==> src/rtl/mld_15_7_pkg.sv <==
// mld_15_7_pkg: shared code constants and FSM encoding for the (15,7) stream encoder
package mld_15_7_pkg;
    localparam int N = 15;
    localparam int K = 7;
    localparam int P = 8;
    localparam logic [7:0] G_POLY_DEFAULT = 8'hD1;
    typedef enum logic [1:0] {IDLE = 2'd0, MSG = 2'd1, PAR = 2'd2, DECODE = 2'd3} state_e;
endpackage

==> src/rtl/mld_15_7_lfsr_enc.sv <==
// mld_15_7_lfsr_enc: serial divide-by-g(x) register that accumulates the 8 parity bits
module mld_15_7_lfsr_enc
#(
    parameter logic [7:0] G_POLY = 8'hD1
)
(
    input  logic       clk,
    input  logic       reset,
    input  logic       clr,
    input  logic       en,
    input  logic       fb_en,
    input  logic       in_bit,
    output logic [7:0] r_next
);
    logic [7:0] r;
    logic       fb;
    // next remainder: shift up, folding the feedback into the generator taps while dividing
    always_comb begin
        fb = fb_en & (in_bit ^ r[7]);
        r_next = {r[6:0], 1'b0} ^ (G_POLY & {8{fb}});
    end
    // clear has priority so every frame divides from a zero remainder
    always_ff @(posedge clk or posedge reset) begin
        if (reset) r <= '0;
        else if (clr) r <= '0;
        else if (en) r <= r_next;
    end
endmodule

==> src/rtl/mld_15_7_stream_encoder.sv <==
// mld_15_7_stream_encoder: feeds one systematic (15,7) codeword per message to the decoder; MLD_ERR_INJECT_EN adds err_mask
module mld_15_7_stream_encoder
    import mld_15_7_pkg::*;
#(
    parameter logic [7:0] G_POLY        = G_POLY_DEFAULT,
    parameter int         DECODE_CYCLES = 15
)
(
    input  logic        clk,
    input  logic        reset,
    input  logic        msg_valid,
    input  logic [6:0]  msg_data,
`ifdef MLD_ERR_INJECT_EN
    input  logic [14:0] err_mask,
`endif
    output logic        msg_ready,
    output logic        tx_bit,
    output logic        tx_load,
    output logic        frame_done,
    output logic        busy
);
    localparam logic [1:0] S_IDLE   = IDLE;
    localparam logic [1:0] S_MSG    = MSG;
    localparam logic [1:0] S_PAR    = PAR;
    localparam logic [1:0] S_DECODE = DECODE;

    logic [1:0] state, nxt_state;
    logic [4:0] cnt, nxt_cnt;
    logic [6:0] msg_q, msg_src;
    logic [7:0] r_next;
    logic [2:0] msg_idx, lfsr_idx;
    logic       accept, tx_on, clean_bit, err_bit;

    assign msg_ready = (state == S_IDLE) && !reset;
    assign accept    = msg_valid && msg_ready;
    assign msg_src   = accept ? msg_data : msg_q;
    assign lfsr_idx  = 3'(K - 1) - cnt[2:0];

    mld_15_7_lfsr_enc #(.G_POLY(G_POLY)) u_lfsr (
        .clk    (clk),
        .reset  (reset),
        .clr    (accept),
        .en     (state == S_MSG || state == S_PAR),
        .fb_en  (state == S_MSG),
        .in_bit (msg_q[lfsr_idx]),
        .r_next (r_next)
    );

    // frame sequencing: IDLE -> MSG (K) -> PAR (P) -> DECODE (DECODE_CYCLES) -> IDLE
    always_comb begin
        nxt_state = state;
        nxt_cnt = cnt + 5'd1;
        case (state)
            S_IDLE: begin
                nxt_cnt = '0;
                if (accept) nxt_state = S_MSG;
            end
            S_MSG: if (cnt == 5'(K - 1)) begin
                nxt_state = S_PAR;
                nxt_cnt = '0;
            end
            S_PAR: if (cnt == 5'(P - 1)) begin
                nxt_state = S_DECODE;
                nxt_cnt = '0;
            end
            default: if (cnt == 5'(DECODE_CYCLES - 1)) begin
                nxt_state = S_IDLE;
                nxt_cnt = '0;
            end
        endcase
    end

    // outputs are registered, so the bit for the coming cycle is chosen from the next state
    always_comb begin
        tx_on = (nxt_state == S_MSG) || (nxt_state == S_PAR);
        msg_idx = 3'(K - 1) - nxt_cnt[2:0];
        clean_bit = (nxt_state == S_MSG) ? msg_src[msg_idx] : r_next[7];
    end

`ifdef MLD_ERR_INJECT_EN
    logic [14:0] em_q, em_src;
    logic [3:0]  cw_idx;
    assign em_src = accept ? err_mask : em_q;
    // codeword position of the bit going out next, used to pick its error flip
    always_comb begin
        cw_idx = (nxt_state == S_MSG) ? 4'(N - 1) - nxt_cnt[3:0] : 4'(P - 1) - nxt_cnt[3:0];
        err_bit = em_src[cw_idx];
    end
    // error mask is captured together with the message
    always_ff @(posedge clk or posedge reset) begin
        if (reset) em_q <= '0;
        else em_q <= em_src;
    end
`else
    assign err_bit = 1'b0;
`endif

    // state, counter, message and glitch-free output registers
    always_ff @(posedge clk or posedge reset) begin
        if (reset) begin
            state      <= S_IDLE;
            cnt        <= '0;
            msg_q      <= '0;
            tx_bit     <= 1'b0;
            tx_load    <= 1'b0;
            frame_done <= 1'b0;
            busy       <= 1'b0;
        end else begin
            state      <= nxt_state;
            cnt        <= nxt_cnt;
            msg_q      <= msg_src;
            tx_bit     <= tx_on & (clean_bit ^ err_bit);
            tx_load    <= tx_on;
            frame_done <= (nxt_state == S_DECODE) && (nxt_cnt == 5'(DECODE_CYCLES - 1));
            busy       <= nxt_state != S_IDLE;
        end
    end
endmodule
==> config.mk <==
export PLATFORM = sky130hd
export DESIGN_NAME = mld_15_7_stream_encoder
export DESIGN_NICKNAME = d
export VERILOG_FILES = /design/src/rtl/mld_15_7_pkg.sv /design/src/rtl/mld_15_7_lfsr_enc.sv /design/src/rtl/mld_15_7_stream_encoder.sv
export SDC_FILE = /design/constraint.sdc
export NUM_CORES = 1
export LEC_CHECK = 0
export BUFFER_PORTS_ARGS = -buffer_cell sky130_fd_sc_hd__buf_2
export CAP_MARGIN = 5
export CORE_ASPECT_RATIO = 1.75
export CORE_UTILIZATION = 35
export CTS_BUF_LIST = sky130_fd_sc_hd__clkbuf_2 sky130_fd_sc_hd__clkbuf_4 sky130_fd_sc_hd__clkbuf_8
export CTS_CLUSTER_DIAMETER = 200
export DETAILED_ROUTE_END_ITERATION = 10
export PLACE_DENSITY_LB_ADDON = 0.08
export SLEW_MARGIN = 15
export SYNTH_ARGS = -nofsm -noshare
export SYNTH_HDL_FRONTEND = slang
export SYNTH_HIERARCHICAL = 1
export SYNTH_SLANG_ARGS = --single-unit
==> constraint.sdc <==
create_clock -name clk -period 3 [get_ports clk]
set_input_delay 0 -clock clk [delete_from_list [all_inputs] [get_ports clk]]
set_output_delay 0 -clock clk [all_outputs]
set_load 0.005 [all_outputs]
==> flow_summary.json, run 1 <==
{
  "fp.coreArea_mm2": 0.00444,
  "hold_viol_final": 1,
  "area_delta_synth_final_pct": 13.2,
  "root_buffer": "clkbuf_8",
  "path_class": "reg2reg",
  "drt_iter0_markers": 21,
  "wl_per_cell_um": 15.1,
  "vias_per_cell": 5.32,
  "final_cells": 230,
  "clock.fmax_ghz": 0.372,
  "io_buffers": 14,
  "maxCapViolCount": 0,
  "cts_max_level": 1,
  "cts-buffers-inserted": 3,
  "ios": 15,
  "status": "finished with violations",
  "gp_congestion": 0.757,
  "path_cells": "inv_1, ha_1, nand4bb_4, a21oi_1, nor2_1, o31ai_1, ha_1, nand2_1, a211o_1, o31ai_1, a21o_1",
  "grt_usage_pct": 15.6,
  "placed_area_mm2": 0.00173,
  "placed_cells": 220,
  "die-area_mm2": 0.00498,
  "end_kind": "flip-flop",
  "fp-row-count": 32,
  "grt_max_degree": 19,
  "worst_pin_slew_ns": 0.747,
  "final_cell_area_mm2": 0.00186,
  "hold_start": "msg_data[4]",
  "critPathTopFamily": "compound AO/OA/AOI/OAI gates",
  "pre_cts_slack_ns": 0.222,
  "timing.final.crit_share_pct": 89.5,
  "ant_nets": 0,
  "syn_inst": 162,
  "slew_headroom_pct": 50.2,
  "fin_tns_setup_ns": 0,
  "min_period_ns": 2.68,
  "violations": "hold timing",
  "dp_hpwl_um": 2690,
  "worst_slack_ns": 0.315,
  "path_buf_inv": 1,
  "holdCritPathClass": "in2reg",
  "cts_setup_buffers": 0,
  "crit_path_start_kind": "flip-flop",
  "avgSynthCellArea_um2": 10.1,
  "hold_slack_ns": -0.00143,
  "crit_path_start": "cnt[0]",
  "synthesis.nets": 182,
  "power.density_mw_per_mm2": 985,
  "yosys_warnings": 6,
  "syn-cell-area_mm2": 0.00164,
  "cpPeakStageDelay_ns": 0.50,
  "gr-total-overflow": 0,
  "fin_skew_ns": 0.00305,
  "die_h_um": 92.6,
  "clk_pin_slew_ns": 0.09,
  "arrival_ns": 2.90,
  "rsz0062_at_grt": "false",
  "n_antenna_cell": 0,
  "start_util_pct": 36.9,
  "drc": 0,
  "drive_gt1_share_pct": 16.8,
  "setup_viol": 0,
  "crit_fanout": 12,
  "die_w_um": 53.8,
  "cts_max_path_buffers": 2,
  "antenna_found_initial": 0,
  "slowest_stage": "dfrtp_2",
  "p_leak_nw": 0.872,
  "vias": 1223,
  "vdd_drop_max_v": 0.000432,
  "nets": 200,
  "r2r-start": "cnt[0]",
  "grt_pass1_wl_um": 5690,
  "drt-total-wl_um": 3480,
  "cts_tree": "done",
  "cp.required_ns": 3.22,
  "clkSinkCount": 26,
  "drt-pass1-iter-count": 4,
  "grt_pass1_vias": 1257,
  "clkLatencyLatePin_ns": 0.27,
  "maxSlewViolCount": 0
}
-- layout by cell type, fill, tap and decap left out, drive strengths merged, types with 2 or more instances in the layout --
cell type and n:
mux2i 6, clkbuf 3, nand3 4, xnor2 4, or3 2, dfrtp 26, dlygate4sd3 6, ha 10
nor3 2, a21oi 7, nand2b 2, mux2 6, xor2 3, a211oi 2, nand2 12, nand3b 3
and3b 2, o221ai 2, o21ai 6, nor2 14, inv 13, a311oi 5, nor2b 3, buf 16
o31ai 3
-- layer usage --
layer  global-route usage, %  up-vias  share of wire (%)
li1                        -      602                  -
met1                    16.8      606                 41
met2                    28.3       13                 57
met3                    1.81        2                1.8
met4                    6.80        0               0.83
met5                       0        -                  0
-- state kept, by name, indices dropped and copies added, names as in the netlist --
name,cells
frame_done,1
msg_q,7
tx_bit,1
busy,1
cnt,5
tx_load,1
state,2
u_lfsr/r,8
-- final cells by class --
type	instances	area (um2)
Clock buffer	3	41.3
Fill cell	445	2590
Sequential cell	26	652
Inverter	13	48.8
Multi-Input combinational cell	114	877
Clock inverter	1	30.0
Timing Repair Buffer	22	145
Tap cell	51	63.8
-- where the power goes --
part | internal [mW] | switching, mW | total, mW
registers | 0.487 | 0.111 | 0.598
logic | 0.414 | 0.521 | 0.935
clock network | 0.179 | 0.118 | 0.297
total | 1.08 | 0.750 | 1.83
-- repair_timing --
item	in CTS	in global routing
hold buffers	6	0
resized for setup	0	1
setup endpoints to repair	0	1
hold endpoints to repair	31	0
-- worst paths after layout --
| check | endpoint | slack, ns | cells past startpoint |
|---|---|---|---|
| max | tx_bit | 0.32 | 11 |
| min | msg_q[4] | -0.001 | 2 |
| max reg2reg | tx_bit | 0.32 | 11 |
| min reg2reg | msg_q[3] | 0.52 | 1 |
| max in group asynchronous | cnt[0] | 2.07 | 3 |
| min in group asynchronous | u_lfsr/r[1] | 0.22 | 3 |
-- through the flow --
stage	hold slack (ns)	util, %	total power, mW
6_report	-0.00143	41.8	1.83
5_1_grt	0.00230	41.8	1.98
4_1_cts	0.000743	41.8	1.85
3_5_place_dp	-0.00911	38.8	1.54
3_3_place_gp	-0.00670	38.8	1.53
2_1_floorplan	-0.184	-	1.33
Power figures use the tool's default switching activity.
==> run 2, diff against run 1 <==
--- a/config.mk
+++ b/config.mk
@@ -7,7 +7,7 @@
 export LEC_CHECK = 0
 export BUFFER_PORTS_ARGS = -buffer_cell sky130_fd_sc_hd__buf_2
 export CAP_MARGIN = 5
-export CORE_ASPECT_RATIO = 1.75
+export CORE_ASPECT_RATIO = 0.6
 export CORE_UTILIZATION = 35
 export CTS_BUF_LIST = sky130_fd_sc_hd__clkbuf_2 sky130_fd_sc_hd__clkbuf_4 sky130_fd_sc_hd__clkbuf_8
 export CTS_CLUSTER_DIAMETER = 200
==> flow_summary.json, run 2 (same netlist as run 1, synthesis figures left out) <==
{
  "status": "finished, final reports clean",
  "rrSetupSlack_ns": 0.40,
  "placed_cells": 230,
  "drive_gt1_share_pct": 16.6,
  "fp.coreArea_mm2": 0.00430,
  "largest_reg_flops": 8,
  "final_cells": 241,
  "path_class": "reg2reg",
  "dp_hpwl_um": 2660,
  "power.density_mw_per_mm2": 957,
  "die_w_um": 90.4,
  "cts-buffers-inserted": 3,
  "area_delta_synth_final_pct": 13.9,
  "crit_path_start": "cnt[0]",
  "vdd_drop_max_v": 0.000334,
  "die-area_mm2": 0.00498,
  "grt_pass1_wl_um": 5980,
  "ios": 15,
  "path_cells": "buf_4, ha_1, and4bb_1, o21ai_0, nand2_1, o31ai_1, ha_1, nand2_1, a211o_1, o31ai_1, a21o_1",
  "cpPeakStageDelay_ns": 0.39,
  "n_antenna_cell": 0,
  "ant_nets": 0,
  "holdCritPathClass": "in2reg",
  "maxCapViolCount": 0,
  "clkSinkCount": 26,
  "worst_slack_ns": 0.398,
  "cts_tree": "done",
  "arrival_ns": 2.81,
  "ctsResizeCount": 0,
  "drt_iter0_markers": 29,
  "reg.largest.list": "u_lfsr/r: 8 flops, msg_q: 7 flops, cnt: 5 flops",
  "slowest_stage": "dfrtp_1",
  "die_h_um": 55.1,
  "r2r-start": "cnt[0]",
  "fp-row-count": 18,
  "hold_viol_final": 0,
  "grt_usage_pct": 16.2,
  "fin_tns_setup_ns": 0,
  "vias_per_cell": 5.07,
  "rr_worst_depth": 11,
  "wl_per_cell_um": 14.9,
  "grt_max_degree": 19,
  "start_util_pct": 38.2,
  "crit_end": "tx_bit",
  "p_total_mw": 1.79,
  "timing.final.crit_share_pct": 86.7,
  "final_common_cell": "dfrtp_1",
  "slew_headroom_pct": 49.1,
  "min_period_ns": 2.60,
  "cp.required_ns": 3.21,
  "pre_cts_slack_ns": 0.422,
  "final_util_pct": 43.5,
  "final_cell_mix": "dfrtp_1 (26), nor2_1 (14), buf_2 (14), inv_1 (12), nand2_1 (12)",
  "root_buffer": "clkbuf_8",
  "clock.fmax_ghz": 0.384,
  "io_buffers": 14,
  "end_kind": "flip-flop",
  "nets": 202,
  "drc": 0,
  "cts_max_level": 1,
  "fin_skew_ns": 0.00985,
  "gr-total-overflow": 0,
  "drt-pass1-iter-count": 4,
  "grt_pass1_vias": 1151,
  "clkLatencyLatePin_ns": 0.28,
  "clk_pin_slew_ns": 0.10,
  "regMostFlops": "u_lfsr/r",
  "setup_viol": 0,
  "vias": 1222,
  "antenna_found_initial": 0,
  "gp_congestion": 0.789,
  "worst_pin_slew_ns": 0.763,
  "timing.rr.end": "tx_bit",
  "crit_path_start_kind": "flip-flop",
  "cts_max_path_buffers": 2,
  "crit_fanout": 11,
  "drt-total-wl_um": 3590,
  "fill_cells": 417,
  "maxSlewViolCount": 0,
  "p_leak_nw": 0.875,
  "rsz0062_at_grt": "false"
}
-- run 2: layout make-up --
| type | count | area, um2 | area share (%) |
|---|---|---|---|
| repair buffers | 24 | 163 | 8.70 |
| multi-input cells | 114 | 877 | 46.9 |
| clock buffers | 4 | 55.1 | 2.95 |
| inverters | 13 | 48.8 | 2.61 |
| flip-flops and latches | 26 | 651 | 34.8 |
| well taps | 60 | 75.1 | 4.02 |
-- run 2: through the flow --
| stage | instance area [um2] | hold slack, ns |
|---|---|---|
| final | 1870 | 0.0271 |
| after global routing | 1870 | 0.0139 |
| after CTS | 1870 | 0.00700 |
| after detailed placement | 1740 | -0.00126 |
| after global placement | 1740 | -0.00272 |
| after floorplan | 1640 | -0.184 |
-- run 2: critical path: cells and delay by family (launching register included) --
family                   cells  cell delay [ns]
AO/OA/AOI/OAI                5             1.08
adder cells (fa/ha/maj)      2             0.49
buffers and inverters        1             0.18
flip-flops                   1             0.39
AND/OR/NAND/NOR              3             0.38
-- run 2: power breakdown --
group          switching (mW)  internal, mW  leakage (nW)  total, mW
clock                   0.116         0.117        0.0288      0.233
combinational           0.549         0.424         0.514      0.972
sequential             0.0974         0.486         0.332      0.584
total                   0.762          1.03         0.875       1.79
-- run 2: how the worst min path moves through the flow --
stage                 from     endpoint  slack, ns  cells past startpoint
2_1_floorplan        reset  u_lfsr/r[0]      -0.18                      1
3_3_place_gp         reset  u_lfsr/r[5]     -0.003                      2
3_5_place_dp         reset  u_lfsr/r[5]     -0.001                      2
4_1_cts        msg_data[2]     msg_q[2]      0.007                      3
5_1_grt        msg_data[2]     msg_q[2]       0.01                      3
6_report       msg_data[2]     msg_q[2]       0.03                      3
-- run 2: what timing repair did --
item / 4_1_cts / 5_1_grt
setup buffers: 0 / 0
endpoints found under the hold margin: 32 / 0
hold buffers: 7 / 0
endpoints found under the setup margin: 0 / 0
-- run 2: metal layers --
metal,global-route usage (%),vias up,wire (um)
li1,-,614,-
met1,23.6,588,2040
met2,23.7,18,1410
met3,3.96,2,124
met4,4.57,0,14
met5,0,-,0
